## src/rtl/nor_func_sweep_ctrl_pkg.sv

```systemverilog
// Shared types and constants for the NOR function-block self-test sequencer.
// Holds the state encoding, the golden truth table and the datapath widths.
package nor_func_sweep_ctrl_pkg;

  localparam int unsigned VEC_W = 4;
  localparam int unsigned NUM_VEC = 16;
  localparam int unsigned ERR_W = 5;
  localparam int unsigned CNT_W = 8;

  // F = w~x + ~w~z + ~y~z, bit i = F at index {w,x,y,z}
  localparam logic [NUM_VEC-1:0] NOR_F_GOLDEN = 16'h1F55;

  localparam logic [VEC_W-1:0] VEC_LAST = 4'hF;

  typedef enum logic [1:0] {
    ST_IDLE   = 2'd0,
    ST_SETTLE = 2'd1,
    ST_SAMPLE = 2'd2,
    ST_DONE   = 2'd3
  } sweep_state_e;

endpackage

```

## src/rtl/sweep_settle_timer.sv

```systemverilog
// Loadable down-counter that times how long each vector settles before F is sampled.
// The zero flag is registered alongside the count so it is valid in the cycle after a load.
module sweep_settle_timer
  import nor_func_sweep_ctrl_pkg::*;
(
  input  logic             clk,
  input  logic             rst_n,
  input  logic             load_i,
  input  logic [CNT_W-1:0] load_val_i,
  input  logic             dec_i,
  output logic             zero_o
);

  logic [CNT_W-1:0] cnt_q;
  logic             zero_q;

  // Load has priority over decrement; the count parks at zero.
  always_ff @(posedge clk or negedge rst_n) begin
    if (!rst_n) begin
      cnt_q  <= '0;
      zero_q <= 1'b1;
    end else if (load_i) begin
      cnt_q  <= load_val_i;
      zero_q <= (load_val_i == '0);
    end else if (dec_i && !zero_q) begin
      cnt_q  <= cnt_q - CNT_W'(1);
      zero_q <= (cnt_q == CNT_W'(1));
    end
  end

  assign zero_o = zero_q;

endmodule

```

## src/rtl/nor_func_sweep_ctrl.sv

```systemverilog
// On-chip BIST sequencer: sweeps all 16 {w,x,y,z} vectors into the NOR function block,
// compares each sampled F against the golden table and reports pass/fail and debug state.
module nor_func_sweep_ctrl
  import nor_func_sweep_ctrl_pkg::*;
#(
  parameter logic [NUM_VEC-1:0] GOLDEN     = NOR_F_GOLDEN,
  parameter int unsigned        SETTLE_CYC = 2
) (
  input  logic               clk,
  input  logic               rst_n,
  input  logic               start,
  input  logic               abort,
  output logic [VEC_W-1:0]   dut_vec,
  input  logic               dut_f,
  output logic               busy,
  output logic               done,
  output logic               aborted,
  output logic               pass,
  output logic [ERR_W-1:0]   err_cnt,
  output logic               first_fail_vld,
  output logic [VEC_W-1:0]   first_fail_idx,
  output logic [NUM_VEC-1:0] result_map
);

  localparam logic [CNT_W-1:0] SETTLE_LOAD = CNT_W'(SETTLE_CYC - 1);

  sweep_state_e       state_q, state_d;
  logic [VEC_W-1:0]   vec_q, vec_d;
  logic               busy_q, busy_d;
  logic               done_q, done_d;
  logic               aborted_q, aborted_d;
  logic               pass_q, pass_d;
  logic [ERR_W-1:0]   err_q, err_d;
  logic               ffv_q, ffv_d;
  logic [VEC_W-1:0]   ffi_q, ffi_d;
  logic [NUM_VEC-1:0] map_q, map_d;

  logic tmr_load;
  logic tmr_dec;
  logic tmr_zero;

  sweep_settle_timer u_settle_timer (
    .clk        (clk),
    .rst_n      (rst_n),
    .load_i     (tmr_load),
    .load_val_i (SETTLE_LOAD),
    .dec_i      (tmr_dec),
    .zero_o     (tmr_zero)
  );

  always_ff @(posedge clk or negedge rst_n) begin
    if (!rst_n) begin
      state_q   <= ST_IDLE;
      vec_q     <= '0;
      busy_q    <= 1'b0;
      done_q    <= 1'b0;
      aborted_q <= 1'b0;
      pass_q    <= 1'b0;
      err_q     <= '0;
      ffv_q     <= 1'b0;
      ffi_q     <= '0;
      map_q     <= '0;
    end else begin
      state_q   <= state_d;
      vec_q     <= vec_d;
      busy_q    <= busy_d;
      done_q    <= done_d;
      aborted_q <= aborted_d;
      pass_q    <= pass_d;
      err_q     <= err_d;
      ffv_q     <= ffv_d;
      ffi_q     <= ffi_d;
      map_q     <= map_d;
    end
  end

  // Next-state, vector stepping and scoreboard; abort skips the sample in flight.
  always_comb begin
    state_d   = state_q;
    vec_d     = vec_q;
    busy_d    = busy_q;
    done_d    = 1'b0;
    aborted_d = 1'b0;
    pass_d    = pass_q;
    err_d     = err_q;
    ffv_d     = ffv_q;
    ffi_d     = ffi_q;
    map_d     = map_q;
    tmr_load  = 1'b0;
    tmr_dec   = 1'b0;

    case (state_q)
      ST_IDLE: begin
        if (start && !abort) begin
          state_d  = ST_SETTLE;
          busy_d   = 1'b1;
          vec_d    = '0;
          pass_d   = 1'b0;
          err_d    = '0;
          ffv_d    = 1'b0;
          ffi_d    = '0;
          map_d    = '0;
          tmr_load = 1'b1;
        end
      end

      ST_SETTLE: begin
        if (abort) begin
          state_d   = ST_IDLE;
          busy_d    = 1'b0;
          vec_d     = '0;
          aborted_d = 1'b1;
          pass_d    = 1'b0;
        end else if (tmr_zero) begin
          state_d = ST_SAMPLE;
        end else begin
          tmr_dec = 1'b1;
        end
      end

      ST_SAMPLE: begin
        if (abort) begin
          state_d   = ST_IDLE;
          busy_d    = 1'b0;
          vec_d     = '0;
          aborted_d = 1'b1;
          pass_d    = 1'b0;
        end else begin
          map_d[vec_q] = dut_f;
          if (dut_f != GOLDEN[vec_q]) begin
            err_d = err_q + ERR_W'(1);
            if (!ffv_q) begin
              ffv_d = 1'b1;
              ffi_d = vec_q;
            end
          end
          if (vec_q == VEC_LAST) begin
            state_d = ST_DONE;
          end else begin
            vec_d    = vec_q + VEC_W'(1);
            state_d  = ST_SETTLE;
            tmr_load = 1'b1;
          end
        end
      end

      ST_DONE: begin
        state_d = ST_IDLE;
        busy_d  = 1'b0;
        done_d  = 1'b1;
        pass_d  = (err_q == '0);
      end

      default: begin
        state_d = ST_IDLE;
      end
    endcase
  end

  assign dut_vec        = vec_q;
  assign busy           = busy_q;
  assign done           = done_q;
  assign aborted        = aborted_q;
  assign pass           = pass_q;
  assign err_cnt        = err_q;
  assign first_fail_vld = ffv_q;
  assign first_fail_idx = ffi_q;
  assign result_map     = map_q;

endmodule

```

## config.mk

```make
export PLATFORM = sky130hd
export DESIGN_NAME = nor_func_sweep_ctrl
export DESIGN_NICKNAME = d
export VERILOG_FILES = /design/src/rtl/nor_func_sweep_ctrl_pkg.sv /design/src/rtl/sweep_settle_timer.sv /design/src/rtl/nor_func_sweep_ctrl.sv
export SDC_FILE = /design/constraint.sdc
export NUM_CORES = 1
export LEC_CHECK = 0
export BUFFER_PORTS_ARGS = -buffer_cell sky130_fd_sc_hd__buf_2
export CORE_MARGIN = 4
export CORE_UTILIZATION = 56
export DETAILED_ROUTE_END_ITERATION = 10
export MAX_ROUTING_LAYER = met4
export PLACE_DENSITY = 0.82
export SLEW_MARGIN = 20
export SYNTH_ARGS = -nofsm -noshare
export SYNTH_HDL_FRONTEND = slang
export SYNTH_SLANG_ARGS = --single-unit
```

## constraint.sdc

```tcl
create_clock -name clk -period 2.2 [get_ports clk]
set_clock_uncertainty 0.05 [all_clocks]
set_input_delay 0.44 -clock clk [delete_from_list [all_inputs] [get_ports clk]]
set_output_delay 0.44 -clock clk [all_outputs]
set_load 0.005 [all_outputs]
```

==> flow_summary_export.csv <==
group,metric,value,unit
final_layout,layout-drive-gt1-share,21.5,%
power,leakagePower,1.42,nW
grt,grt_overflow,0,
final_layout,final_cells,361,
worst_setup_path,setup.worst_path.start_class,"register",
logic_synthesis,synth_edf_count,0,
place,dp.cells,353,
logic_synthesis,ys_seq_area_share,46.2,%
floorplan,start_util,59.3,%
worst_setup_path,critical_path_class,"register to register",
clock_network,hold_buffers,0,
routing,drtIter0Drc,210,
job,cap_violations,0,
clock_network,cts_tree,"done",
clock_network,cts_setup_buffers,0,
final_layout,antenna_cells,0,
place,gp_congestion,0.843,
timing,slew_violations,0,
logic_synthesis,synthAdderAreaFrac,6.15,%
place,hpwlAfterDp,3940,um
min_path,hp-class,"input pin to async pin",
worst_setup_path,cp.required,2.32,ns
timing,rsz0062_at_grt,"no",
run_status,outcome,"complete, no violations",
logic_synthesis,synth_fp_nets,279,
routing,via_count,2160,
timing,tns,0,ns
routing,ant_nets,0,
logic_synthesis,yosys.area_share.simple,17.1,%
logic_synthesis,ys_ff_latch,45,
floorplan,pin_count,39,
worst_setup_path,end_kind,"register",
power,ir_drop,0.529,mV
floorplan,core-area,4120,um^2
grt,grt_pass1_vias,2120,
logic_synthesis,synth_area_leader_cell,"dfrtp_1",
logic_synthesis,synth_top_flop_cell,"dfrtp_1",
clock_network,numCtsBuffers,5,
final_layout,area_delta_synth_final,16.2,%
logic_synthesis,yosys.area_share.xor_xnor,1.79,%
worst_setup_path,r2r_cells,7,
clock_network,clock_sinks,45,
timing,max_freq,487,MHz
logic_synthesis,synth_compound_area_share,21.7,%
clock_network,clockBufferDepth,2,
timing,max-slew-margin-rel,66.8,%
logic_synthesis,synthArstFlopShare,100,%
final_layout,finalNetCount,327,
place,dpl_cell_area,2750,um^2
grt,grt_pass1_wl,9890,um
floorplan,die_h,74.0,um
logic_synthesis,synth_area,2440,um^2
final_layout,postLayoutCellArea,2840,um^2
logic_synthesis,synthCells,262,
grt,track_usage,23.7,%
power,total_power,2.21,mW
timing,hold_viol_final,0,
routing,wire_per_inst,15.7,um
final_layout,fin_util,68.9,%
power,powerDensity,779,nW/um^2
logic_synthesis,synth_top_family_by_area,"compound AO/OA/AOI/OAI gates",
routing,via_per_inst,5.98,
clock_network,clk_latency,0.30,ns
timing,fin_crit,2.05,ns
grt,grt_max_degree,26,
timing,final.period_utilization,93.3,%
grt,antenna_found_initial,0,
clock_network,clk_pin_slew,0.09,ns
clock_network,h-tree-depth,2,
place,io_buffers,38,
floorplan,fp-row-count,23,
clock_network,clockRootBuffer,"clkbuf_8",
floorplan,die_x,74.0,um
routing,first_pass_iters,4,
timing,tightest_slew,0.498,ns
logic_synthesis,synth_area_leaders,"dfrtp_1 45%, o21ai_0 6.8%, ha_1 6.2%",
routing,drt_wl_total,5660,um
worst_setup_path,cp_max_fo,5,
routing,drc,0,
logic_synthesis,ys_types,46,
logic_synthesis,synth.avg_cell_area,9.32,um^2
logic_synthesis,yosys.area.top_type_share,45.1,%
clock_network,post_cts_resized,0,
timing,finalSetupViolations,0,
logic_synthesis,ys_warn_count,0,
floorplan,fp.dieArea,5480,um^2
logic_synthesis,muxShareOfSynthArea,2.51,%
worst_setup_path,cp_data_arrival_time,2.17,ns
==> sequential cells by signal, summed over array words and instances, names as in the netlist <==
| register | flops |
|---|---|
| u_settle_timer.cnt_q | 8 |
| dut_vec | 4 |
| err_cnt | 5 |
| busy | 1 |
| state_q | 2 |
| pass | 1 |
| done | 1 |
| first_fail_vld | 1 |
| u_settle_timer.zero_o | 1 |
| aborted | 1 |
| result_map | 16 |
| first_fail_idx | 4 |
==> placed cells by master (no fill, tap or decap), types with 2 or more instances in the layout <==
| cell | count |
|---|---|
| nand3_1 | 8 |
| a21boi_0 | 2 |
| clkinv_2 | 2 |
| inv_1 | 14 |
| a31oi_1 | 2 |
| ha_1 | 11 |
| xor2_1 | 3 |
| o21ai_0 | 33 |
| or3_1 | 4 |
| dfrtp_1 | 44 |
| xnor2_1 | 2 |
| a21o_1 | 3 |
| nand4_1 | 4 |
| or4_1 | 2 |
| buf_2 | 38 |
| o31ai_1 | 3 |
| nor2_1 | 14 |
| nand2_1 | 38 |
| o211ai_1 | 2 |
| mux2i_1 | 5 |
| a2bb2oi_1 | 2 |
| buf_4 | 13 |
| nand2b_1 | 3 |
| clkbuf_8 | 5 |
| a21oi_1 | 19 |
| nor2b_1 | 2 |
| nor4_1 | 3 |
| a22o_1 | 8 |
==> synth_stat cells, types with 2 or more instances <==
cell type	count
nor2b_1	2
a21oi_1	19
nand3_1	8
xnor2_1	2
o21ai_0	33
inv_1	14
nand4_1	4
buf_6	2
a21o_1	3
or3_1	4
a2bb2oi_1	2
o31ai_1	3
clkbuf_1	8
xor2_1	3
or4_1	2
dfrtp_1	44
o211ai_1	2
nand2_1	38
nand2b_1	3
a21boi_0	2
a22o_1	8
a31oi_1	2
ha_1	12
mux2i_1	5
nor4_1	3
nor2_1	14
==> through the flow <==
stage,setup WS (ns),hold WS [ns]
5_1_grt,0.00418,0.0757
6_report,0.146,0.0418
2_1_floorplan,0.206,0.0944
3_3_place_gp,0.264,0.387
4_1_cts,0.125,0.0571
3_5_place_dp,0.204,0.384
==> power breakdown <==
part | leakage, nW | switching, mW | internal (mW)
combinational | 0.762 | 0.385 | 0.278
clock | 0.0450 | 0.273 | 0.220
sequential | 0.613 | 0.114 | 0.940
total | 1.42 | 0.771 | 1.44
==> critical path: stages (launching register included) <==
cell,delay (ns)
dfrtp_1,0.40
inv_1,0.13
ha_1,0.25
nand3b_1,0.13
o21ai_1,0.10
xor2_1,0.20
or3_1,0.50
mux2i_1,0.17
==> final timing paths <==
kind                          startpoint                 to  slack [ns]
max in group asynchronous          rst_n         dut_vec[3]        1.55
min reg2reg                result_map[1]      result_map[1]        0.45
min                                rst_n            aborted        0.04
min in group clk           result_map[1]      result_map[1]        0.45
max                           dut_vec[1]  first_fail_idx[2]        0.15
max reg2reg                   dut_vec[1]  first_fail_idx[2]        0.15
==> cell type report <==
cell class              instances  area [um^2]
clock buffers                   6         72.6
clock inverters                 2         10.0
fillers                       324         1280
inverters                      14         52.6
multi-input cells             192         1200
flip-flops and latches         45         1130
well taps                      50         62.6
repair buffers                 52          308
==> cells by family after synthesis <==
group           Yosys count
compound gates           84
xor+xnor                  5
flops                    45
mux                       6
simple gates             85
buf+inv                  25
fa+ha+maj                12
==> metal layers <==
layer / GRT usage (%) / up-vias / part of all wire (%)
li1: - / 1027 / -
met1: 33.2 / 1053 / 48
met2: 35.2 / 70 / 46
met3: 3.38 / 10 / 4.6
met4: 8.25 / 0 / 1.4
met5: - / - / 0
(Power assumes the default switching activity.)
